===== config.mk =====
export PLATFORM = sky130hd
export DESIGN_NAME = game_control
export DESIGN_NICKNAME = d
export VERILOG_FILES = /design/src/rtl/game_control.sv
export SDC_FILE = /design/constraint.sdc
export NUM_CORES = 1
export LEC_CHECK = 0
export CAP_MARGIN = 15
export CORE_MARGIN = 4
export CORE_UTILIZATION = 25
export CTS_CLUSTER_SIZE = 16
export DETAILED_ROUTE_END_ITERATION = 16
export PLACE_DENSITY = 0.4
export SLEW_MARGIN = 0
export SYNTH_ARGS = -nofsm -noshare
export SYNTH_HDL_FRONTEND = slang
export SYNTH_SLANG_ARGS = --single-unit

===== constraint.sdc =====
create_clock -name i_clk -period 4.69 [get_ports i_clk]
set_clock_uncertainty 0.05 [all_clocks]
set_input_delay 0.938 -clock i_clk [delete_from_list [all_inputs] [get_ports i_clk]]
set_output_delay 0.938 -clock i_clk [all_outputs]
set_load 0.01 [all_outputs]

===== src/rtl/game_control.sv =====
// Game-flow controller: sequences start, play, hit, respawn and game-over,
// tracks lives and a saturating score, and re-arms the collision detector via go.
module game_control #(
    parameter int         LIVES          = 3,
    parameter int         RESPAWN_CYCLES = 50000000,
    parameter logic [6:0] WIN_Y          = 7'd0
) (
    input  logic       i_clk,
    input  logic       i_reset,
    input  logic       i_start_key,
    input  logic       i_hit_n,
    input  logic [6:0] i_y_dot,
    output logic       o_go,
    output logic       o_run,
    output logic       o_dot_respawn,
    output logic [2:0] o_lives,
    output logic [7:0] o_score,
    output logic       o_game_over
);

    localparam int CW = (RESPAWN_CYCLES > 1) ? $clog2(RESPAWN_CYCLES) : 1;
    localparam logic [CW-1:0] CNT_LOAD   = CW'(RESPAWN_CYCLES - 1);
    localparam logic [2:0]    LIVES_INIT = 3'(LIVES);

    localparam logic [2:0] S_IDLE     = 3'd0;
    localparam logic [2:0] S_ARM      = 3'd1;
    localparam logic [2:0] S_PLAY     = 3'd2;
    localparam logic [2:0] S_HIT      = 3'd3;
    localparam logic [2:0] S_RESPAWN  = 3'd4;
    localparam logic [2:0] S_GAMEOVER = 3'd5;

    logic [2:0]    r_state;
    logic [2:0]    r_lives;
    logic [7:0]    r_score;
    logic [CW-1:0] r_cnt;
    logic          r_start_prev;
    logic          r_top_prev;
    logic          r_dot_respawn;

    logic w_start_edge;
    logic w_at_top;
    logic w_crossing;

    assign w_start_edge = i_start_key & ~r_start_prev;
    assign w_at_top     = (i_y_dot <= WIN_Y);
    // A dot parked at the top row scores only on arrival, not every cycle.
    assign w_crossing   = w_at_top & ~r_top_prev;

    always_ff @(posedge i_clk or posedge i_reset) begin
        if (i_reset) begin
            r_state       <= S_IDLE;
            r_lives       <= LIVES_INIT;
            r_score       <= 8'd0;
            r_cnt         <= '0;
            r_start_prev  <= 1'b0;
            r_top_prev    <= 1'b1;
            r_dot_respawn <= 1'b0;
        end else begin
            r_start_prev  <= i_start_key;
            r_top_prev    <= w_at_top;
            r_dot_respawn <= 1'b0;
            case (r_state)
                S_IDLE, S_GAMEOVER: begin
                    if (w_start_edge) begin
                        r_state       <= S_ARM;
                        r_lives       <= LIVES_INIT;
                        r_score       <= 8'd0;
                        r_dot_respawn <= 1'b1;
                    end
                end
                S_ARM: begin
                    if (i_hit_n) begin
                        r_state <= S_PLAY;
                    end
                end
                S_PLAY: begin
                    // Collision wins over a simultaneous crossing.
                    if (!i_hit_n) begin
                        r_state <= S_HIT;
                        r_lives <= r_lives - 3'd1;
                    end else if (w_crossing) begin
                        r_dot_respawn <= 1'b1;
                        if (r_score != 8'hFF) begin
                            r_score <= r_score + 8'd1;
                        end
                    end
                end
                S_HIT: begin
                    if (r_lives == 3'd0) begin
                        r_state <= S_GAMEOVER;
                    end else begin
                        r_state <= S_RESPAWN;
                        r_cnt   <= CNT_LOAD;
                    end
                end
                S_RESPAWN: begin
                    if (r_cnt == '0) begin
                        r_state       <= S_ARM;
                        r_dot_respawn <= 1'b1;
                    end else begin
                        r_cnt <= r_cnt - 1'b1;
                    end
                end
                default: r_state <= S_IDLE;
            endcase
        end
    end

    assign o_go          = (r_state == S_ARM);
    assign o_run         = (r_state == S_PLAY);
    assign o_game_over   = (r_state == S_GAMEOVER);
    assign o_dot_respawn = r_dot_respawn;
    assign o_lives       = r_lives;
    assign o_score       = r_score;

endmodule


### Word-level counts from Yosys, hierarchy flattened

Index checks and enable logic that the tools add are counted.

| operators by class | value |
|---|---|
| add/subtract/negate cells | 3 |
| muxes and demuxes | 22 |
| magnitude comparators | 1 |
| reduce and logical (&&, ||, !) cells | 10 |
| bitwise logic cells | 4 |
| eq/ne operators | 15 |

Operators with widths:

| kind | number |
|---|---|
| 26-bit 2-to-1 mux | 2 |
| 26-bit case mux with 2 select lines | 1 |
| 8-bit 2-to-1 mux | 4 |
| 26-bit zero test | 1 |
| 26-bit by 1-bit subtractor with 26-bit output, second input constant | 1 |
| 3-bit 2-to-1 mux | 6 |
| 8-bit case mux with 2 select lines | 1 |
| 3-bit case mux with 5 select lines | 1 |
| 2-bit inequality test, second input constant | 7 |
| 8-bit by 1-bit adder with 8-bit output, second input constant | 1 |
| 8-bit inequality test, second input constant | 1 |
| 7-bit by 1-bit less-or-equal comparator with 1-bit output, second input constant | 1 |
| 3-bit by 2-bit equality test with 1-bit output, second input constant | 2 |
| 3-bit equality test, second input constant | 2 |
| 3-bit zero test | 2 |
| 3-bit case mux with 2 select lines | 1 |
| 3-bit AND reduction | 2 |
| 1-bit 2-to-1 mux | 5 |
| 5-bit AND reduction | 1 |
| 2-bit by 1-bit inequality test with 1-bit output, second input constant | 2 |
| 4-bit AND reduction | 1 |
| 2-bit nonzero test | 2 |
| 3-bit by 1-bit equality test with 1-bit output, second input constant | 1 |
| 1-bit case mux with 3 select lines | 1 |
| other kinds (4) | 6 |

| word-level totals | value |
|---|---|
| output and inout bits | 15 |
| bits in registers | 43 |

### Longest topological paths before layout

Gate-level depths: netlist (run 1).

| logic depth | value |
|---|---|
| depth in word-level cells | 5 |
| mapped depth | 8 |
| mapped depth without buffers | 7 |

### Worst setup path after synthesis (run 1)

Ideal clock, no wire load.

| timing path | value |
|---|---|
| path kind | input -> register |
| start | in i_start_key |
| end | reg r_score[5], in the netlist o_score[5] |
| stages | 5 |
| setup slack | 1.921 ns |
| setup time | 0.078 ns |
| arrival | 2.641 ns |
| data required time | 4.562 ns |
| path through | nor2b_1 > nor3b_1 > o211ai_1 > or4_1 > a21oi_1 |

| on the way | value |
|---|---|
| longest elaborated chain between the ends | 3 |

RTL lines:

| what | line | source |
|---|---|---|
| start, declared | 10 | `input logic i_start_key,` |
| 1-bit AND | 44 | `assign w_start_edge = i_start_key & ~r_start_prev;` |
| 2-bit inequality test (no source line) | n/a |  |
| 5-bit AND reduction (no source line) | n/a |  |
| end signal, assigned | 84 | `r_score <= r_score + 8'd1;` |
| end, declared | 34 | `logic [7:0] r_score;` |

Every way passes these cells.
A chain may end at the register's enable or synchronous reset.

### Worst setup path after layout (run 1)

| timing path | value |
|---|---|
| start | in i_y_dot[3] |
| end | reg r_score[5], in the netlist o_score[5] |

| on the way | value |
|---|---|
| longest elaborated chain between the ends | 4 |

RTL lines:

| what | line | source |
|---|---|---|
| start, declared | 12 | `input logic [6:0] i_y_dot,` |
| 7-bit by 1-bit less-or-equal comparator with 1-bit output | 45 | `assign w_at_top = (i_y_dot <= WIN_Y);` |
| 1-bit AND | 47 | `assign w_crossing = w_at_top & ~r_top_prev;` |
| 2-bit by 1-bit inequality test with 1-bit output (no source line) | n/a |  |
| 5-bit AND reduction (no source line) | n/a |  |

Every way passes these cells.

==> reports/metrics.cfg, run 1 <==
[status]
outcome = finished clean

[grt]
grt_max_degree = 44
busiest_layer = met2
grt_use_met1_pct = 16.5
grt_usage_pct = 11.6
use_met3_pct = 2.71
grt_pass1_vias = 2035
grt_use_met2_pct = 17.9
grt_antenna_before_repair = 0
overflow = 0
grt_pass1_wl_um = 10700

[synth]
synth_edf_count = 0
ys.flop_type = dfrtp_1
ys_seq_area_share_pct = 43.9
synthTopCellsByArea = dfrtp_1 41%, or4_1 6.1%, o31ai_1 5.2%, nand3_1 3.9%, a21oi_1 3.5%
synth_nets = 279
ys_ff_latch = 43
yosysUniqueCellTypes = 43
yosysTopAreaCellShare_pct = 40.7
syn_inst = 264
synth_common_cells = 40 x dfrtp_1, 20 x or4_1, 19 x nand3_1
ys_async_sr_fraction_pct = 100
syn_avg_cell_area_um2 = 9.31
yosys.area.top_type = dfrtp_1
yosys_warnings = 0
synth_area_um2 = 2460
yosysMostFrequentCell = dfrtp_1

[clock_network]
clock_sinks = 43
cts_tree = done
cts_made_buffers = 5
cts_max_level = 2
clk_latency_ns = 0.30
root_buffer = clkbuf_8
cts_buffer_depth = 2
postCtsHoldBufs = 0
cts_setup_buffers = 0
clk_pin_slew_ns = 0.08
cts_resized = 0

[critical_path]
cpMostUsedCell = or4_1
start_kind = input port
worstPathMaxFanout = 16
cp_top_family = simple AND/OR/NAND/NOR gates
crit_slowest_cell = or4_1
cp.arrival_ns = 3.45
path_buf_inv = 1
path_cells = clkdlybuf4s50_1 -> or4_1 -> nor4_1 -> o211ai_1 -> or4_1 -> a21oi_1
cp.required_ns = 4.86
crit_type = in2reg
critPathMaxStageDelay_ns = 0.61
cp-end-kind = flip-flop

[pwr]
power.density_nw_per_um2 = 375
fin_total_pwr_w = 0.00110
leakagePower_nw = 1.04
ir_drop_uv = 164

[timing]
period_minus_slack_ns = 3.28
maxSlewHeadroom_pct = 25.5
hold_violations = 0
finalMaxSlewViolations = 0
tightest_slew_ns = 1.11
fin_tns_setup_ns = 0
fmax_mhz = 305
setup_viol = 0
post-route-period-util_pct = 69.8
rsz0062_at_grt = false

[cells_and_area]
area_delta_synth_final_pct = 19.7
drive_above_1_share_pct = 10.4
antenna_cells = 0
fin_nets = 303

[floorplanning]
die-width_um = 107
initial_utilization_pct = 26.1
fp.dieH_um = 107
io_pins = 26
core_area_um2 = 9420
num_rows = 35
die_area_um2 = 11500

[drt]
wire_per_inst_um = 15.3
totalWireLength_um = 6400
drtIter0Drc = 73
remaining_drc_errors = 0
antenna_left = 0
vias = 2121
drtPass1Iterations = 4
avgViaCountPerCell = 5.07

[flow_run]
drv_cap = 0

[placed_design]
globalplace.congestion = 0.686
dpl.hpwl_um = 4410
io_buffers = 25

[min_path]
min_path_type = reg2reg

[final cells by class]
type,instances,area (um2)
multi-input combinational,200,1290
tap,129,161
fill,1000,6470
inverter,9,33.8
timing repair buffer,29,290
clock inverter,1,5.00
sequential,43,1080
clock buffer,7,76.3
[layout by cell type (no fill, tap or decap), drive strengths merged, types with 2 or more instances in the layout]
master and n:
or3 18, clkdlybuf4s50 25, o211ai 2, mux2i 4, o2111ai 2, inv 9, dfstp 3, or4 24
or2 3, nor4 8, nor4b 3, nor2b 3, ha 4, o21ai 11, nor3 8, clkbuf 7
xor2 2, dfrtp 40, nand3 19, a311oi 2, nor2 14, a31oi 2, nand2 15, a21oi 17
nand2b 3, and2 5, o31ai 17, or3b 2, and3 4, buf 4
[path summary, 6_finish.rpt]
| path | start | cells past startpoint | end | slack, ns |
|---|---|---|---|---|
| setup / recovery | i_y_dot[3] | 6 | o_score[5]$_DFFE_PP0P_ | 1.41 |
| hold / removal | r_cnt[19]$_DFFE_PP0P_ | 2 | r_cnt[19]$_DFFE_PP0P_ | 0.50 |
| setup reg to reg | r_cnt[18]$_DFFE_PP0P_ | 5 | r_cnt[23]$_DFFE_PP0P_ | 1.54 |
| hold reg to reg | r_cnt[19]$_DFFE_PP0P_ | 2 | r_cnt[19]$_DFFE_PP0P_ | 0.50 |
| max in group asynchronous | i_reset | 3 | o_lives[0]$_DFFE_PP1P_ | 3.30 |
| min in group asynchronous | i_reset | 2 | o_lives[2]$_DFFE_PP0P_ | 0.79 |
[through the flow]
stage          instances  hold WS (ns)  setup slack [ns]  area [um2]  util, %
2_1_floorplan        264         0.436              1.92        2460        -
3_3_place_gp         408         0.479              1.19        2840     30.1
3_5_place_dp         408         0.485              1.13        2840     30.1
4_1_cts              416         0.497              1.43        2920     31.0
5_1_grt              418         0.539              1.23        2940     31.2
6_report             418         0.496              1.41        2940     31.2
[power breakdown]
group          internal [W]  switching [W]  total, W
sequential         0.000435      0.0000781  0.000513
combinational      0.000148       0.000204  0.000352
clock              0.000105       0.000134  0.000239
[state kept, by name (all words and copies together) (netlist names)]
name and flops:
r_start_prev 1, o_lives 3, o_dot_respawn 1, r_top_prev 1, r_cnt 26, r_state 3, o_score 8
[cells by family (layout without fill, tap and decap cells)]
logic type | Yosys count | in the layout | share of synthesized area [%]
flip-flops | 43 | 43 | 43.9
XOR/XNOR | 3 | 3 | 1.07
AND/OR/NAND/NOR | 131 | 131 | 31.8
adder cells (fa/ha/maj) | 4 | 4 | 2.04
buffers and inverters | 21 | 46 | 3.72
multiplexers | 4 | 4 | 1.63
AO/OA/AOI/OAI | 58 | 58 | 15.8
[per-layer routing]
layer  vias to the layer above  wire length [um]
met4                         0                14
li1                       1054                 -
met3                         2               260
met1                      1015              3150
met2                        50              2980
met5                         -                 0
[tightest hold or removal path, delay by kind of cell (launching register included)]
kind,cells,cell delay (ns)
and+or+nand+nor,1,0.07
DFF,1,0.37
AOI/OAI and AO/OA,1,0.07
No activity file was read; power rests on OpenSTA's default activity.
==> run 2: changes to the inputs <==
- PLACE_DENSITY: 0.4 -> 0.41
- clock period: 4.69 -> 2.85 ns (I/O delays scaled with it)
==> reports/metrics.cfg, run 2 (synthesized netlist as in run 1, its figures left out) <==
[status]
outcome = finished clean

[drt]
avgViaCountPerCell = 5.00  ; -1.4%
totalWireLength_um = 6400  ; unchanged
drtIter0Drc = 155  ; +110%
wire_per_inst_um = 14.7  ; -3.9%
drtPass1Iterations = 4  ; unchanged
remaining_drc_errors = 0  ; unchanged
vias = 2177  ; +2.6%
antenna_left = 0  ; unchanged

[flow_run]
drv_cap = 0  ; unchanged

[cells_and_area]
multi_input_area_um2 = 1290  ; unchanged
fin_nets = 320  ; +5.6%
largest_register_ffs = 26  ; unchanged
max_flop_register = r_cnt
area_delta_synth_final_pct = 25.4
regArea_um2 = 1080  ; unchanged
utilization_pct = 32.7  ; +1.5 points
n_fill_cell = 1001  ; +0.10%
drive_above_1_share_pct = 16.0  ; +5.6 points
final_common_cell = dfrtp_1
most-common-layout-cells = 40 x dfrtp_1, 25 x clkdlybuf4s50_1, 21 x buf_4
antenna_cells = 0  ; unchanged

[placed_design]
io_buffers = 25  ; unchanged
dp_slack_ns = -0.167  ; -1.30 ns
dpl.hpwl_um = 4660  ; +5.7%
globalplace.congestion = 0.745  ; +8.6%

[timing]
post-route-period-util_pct = 94.8
rsz0062_at_grt = false
maxSlewHeadroom_pct = 41.9  ; +16 points
finalMaxSlewViolations = 0  ; unchanged
period_minus_slack_ns = 2.70
fmax_mhz = 370
setup_viol = 0  ; unchanged
timing.final.ws_setup_ns = 0.148  ; -1.27 ns
hold_violations = 0  ; unchanged
tightest_slew_ns = 0.868  ; -0.241 ns

[clock_network]
clock_sinks = 43  ; unchanged
clk_pin_slew_ns = 0.09  ; about the same
cts_max_level = 2  ; unchanged
clk_latency_ns = 0.30  ; about the same
root_buffer = clkbuf_8
cts_tree = done
cts_resized = 0  ; unchanged
cts_buffer_depth = 2  ; unchanged
cts_made_buffers = 5  ; unchanged
postCtsHoldBufs = 0  ; unchanged
cts_setup_buffers = 0  ; unchanged

[critical_path]
worst_r2r_endpoint = r_cnt[24]$_DFFE_PP0P_
worstPathMaxFanout = 7  ; -9
cp-end-kind = flip-flop
r2r_setup_slack_ns = 0.22  ; -1.32 ns
cp.required_ns = 3.00  ; -1.86 ns
critPathMaxStageDelay_ns = 0.54  ; -0.07 ns
r2r_start = r_cnt[10]$_DFFE_PP0P_
crit_slowest_cell = or4_1
crit_type = in2reg
cp.arrival_ns = 2.86  ; -0.59 ns
start_kind = input port
cp_top_family = simple AND/OR/NAND/NOR gates
path_cells = clkdlybuf4s50_1 -> or4_1 -> nor4_1 -> o211ai_1 -> buf_4 -> o31a_1 -> o21a_1
path_buf_inv = 2  ; +1
reg2reg_depth = 5  ; unchanged

[floorplanning]
die_area_um2 = 11500  ; unchanged
die-width_um = 107  ; unchanged
initial_utilization_pct = 26.1  ; unchanged
core_area_um2 = 9420  ; unchanged
num_rows = 35  ; unchanged
io_pins = 26  ; unchanged
fp.dieH_um = 107  ; unchanged

[min_path]
whs_endpoint = r_cnt[21]$_DFFE_PP0P_
holdPathStages = 2  ; unchanged
hp-start = r_cnt[21]$_DFFE_PP0P_
min_path_type = reg2reg

[grt]
grt_max_degree = 16  ; -64%
grt_pass1_vias = 2147  ; +5.5%
grt_pass1_wl_um = 11100  ; +3.0%
overflow = 0  ; unchanged
grt_antenna_before_repair = 0  ; unchanged
grt_usage_pct = 12.0  ; +0.39 points

[pwr]
fin_total_pwr_w = 0.00192  ; +74%
ir_drop_uv = 231  ; +41%
power.density_nw_per_um2 = 624  ; +66%
leakagePower_nw = 1.12  ; +8.3%

run 2: cell count changes in the layout (fill, tap and decap cells not counted), sizes merged:
cell      change
clkinv        -1
clkinvlp      +1
buf          +17
run 2: area by class of cell:
type | count | share of cell area [%]
Timing Repair Buffer | 46 | 13.2
Inverter | 9 | 1.10
Clock buffer | 7 | 3.13
Clock inverter | 1 | 0.244
Tap cell | 129 | 5.24
Multi-Input combinational cell | 200 | 42.0
Sequential cell | 43 | 35.0
run 2: routing by layer:
metal  vias up  share of wire [%]  GRT usage [%]  wire length [um]
met1      1043                 51           17.4              3260
met3         7                2.7           2.35               175
li1       1091                  -              -                 -
met5         -                  0              0                 0
met2        36                 45           18.2              2880
met4         0                1.3           3.29                81
run 2: how the worst max path moves through the flow:
stage / start / end / slack (ns) / cells past startpoint
3_5_place_dp: i_y_dot[3] / o_score[7]$_DFFE_PP0P_ / -0.17 / 7
6_report: i_y_dot[3] / o_score[7]$_DFFE_PP0P_ / 0.15 / 7
2_1_floorplan: o_lives[0]$_DFFE_PP1P_ / r_cnt[11]$_DFFE_PP0P_ / 0.19 / 7
3_3_place_gp: i_y_dot[3] / o_score[7]$_DFFE_PP0P_ / -0.09 / 7
4_1_cts: i_y_dot[3] / o_score[7]$_DFFE_PP0P_ / 0.15 / 7
5_1_grt: i_y_dot[3] / o_score[4]$_DFFE_PP0P_ / 0.03 / 7
run 2: stage by stage:
step	area [um2]	hold slack, ns	cells	setup TNS (ns)
finish	3080	0.494	435	0
global route	3080	0.533	435	0
CTS	3080	0.503	435	0
detailed placement	2980	0.484	427	-0.669
global placement	2980	0.476	427	-0.257
floorplan	2460	0.436	264	0
run 2: tightest hold or removal path, cell delays in order (launching register included):
cell,delay [ns]
dfrtp_1,0.36
o31ai_1,0.07
nand3_1,0.07
run 2: power breakdown:
group / switching, W / leakage [nW] / internal [W]
Clock: 0.000231 / 0.0505 / 0.000221
Sequential: 0.0000991 / 0.495 / 0.000716
Combinational: 0.000366 / 0.577 / 0.000290
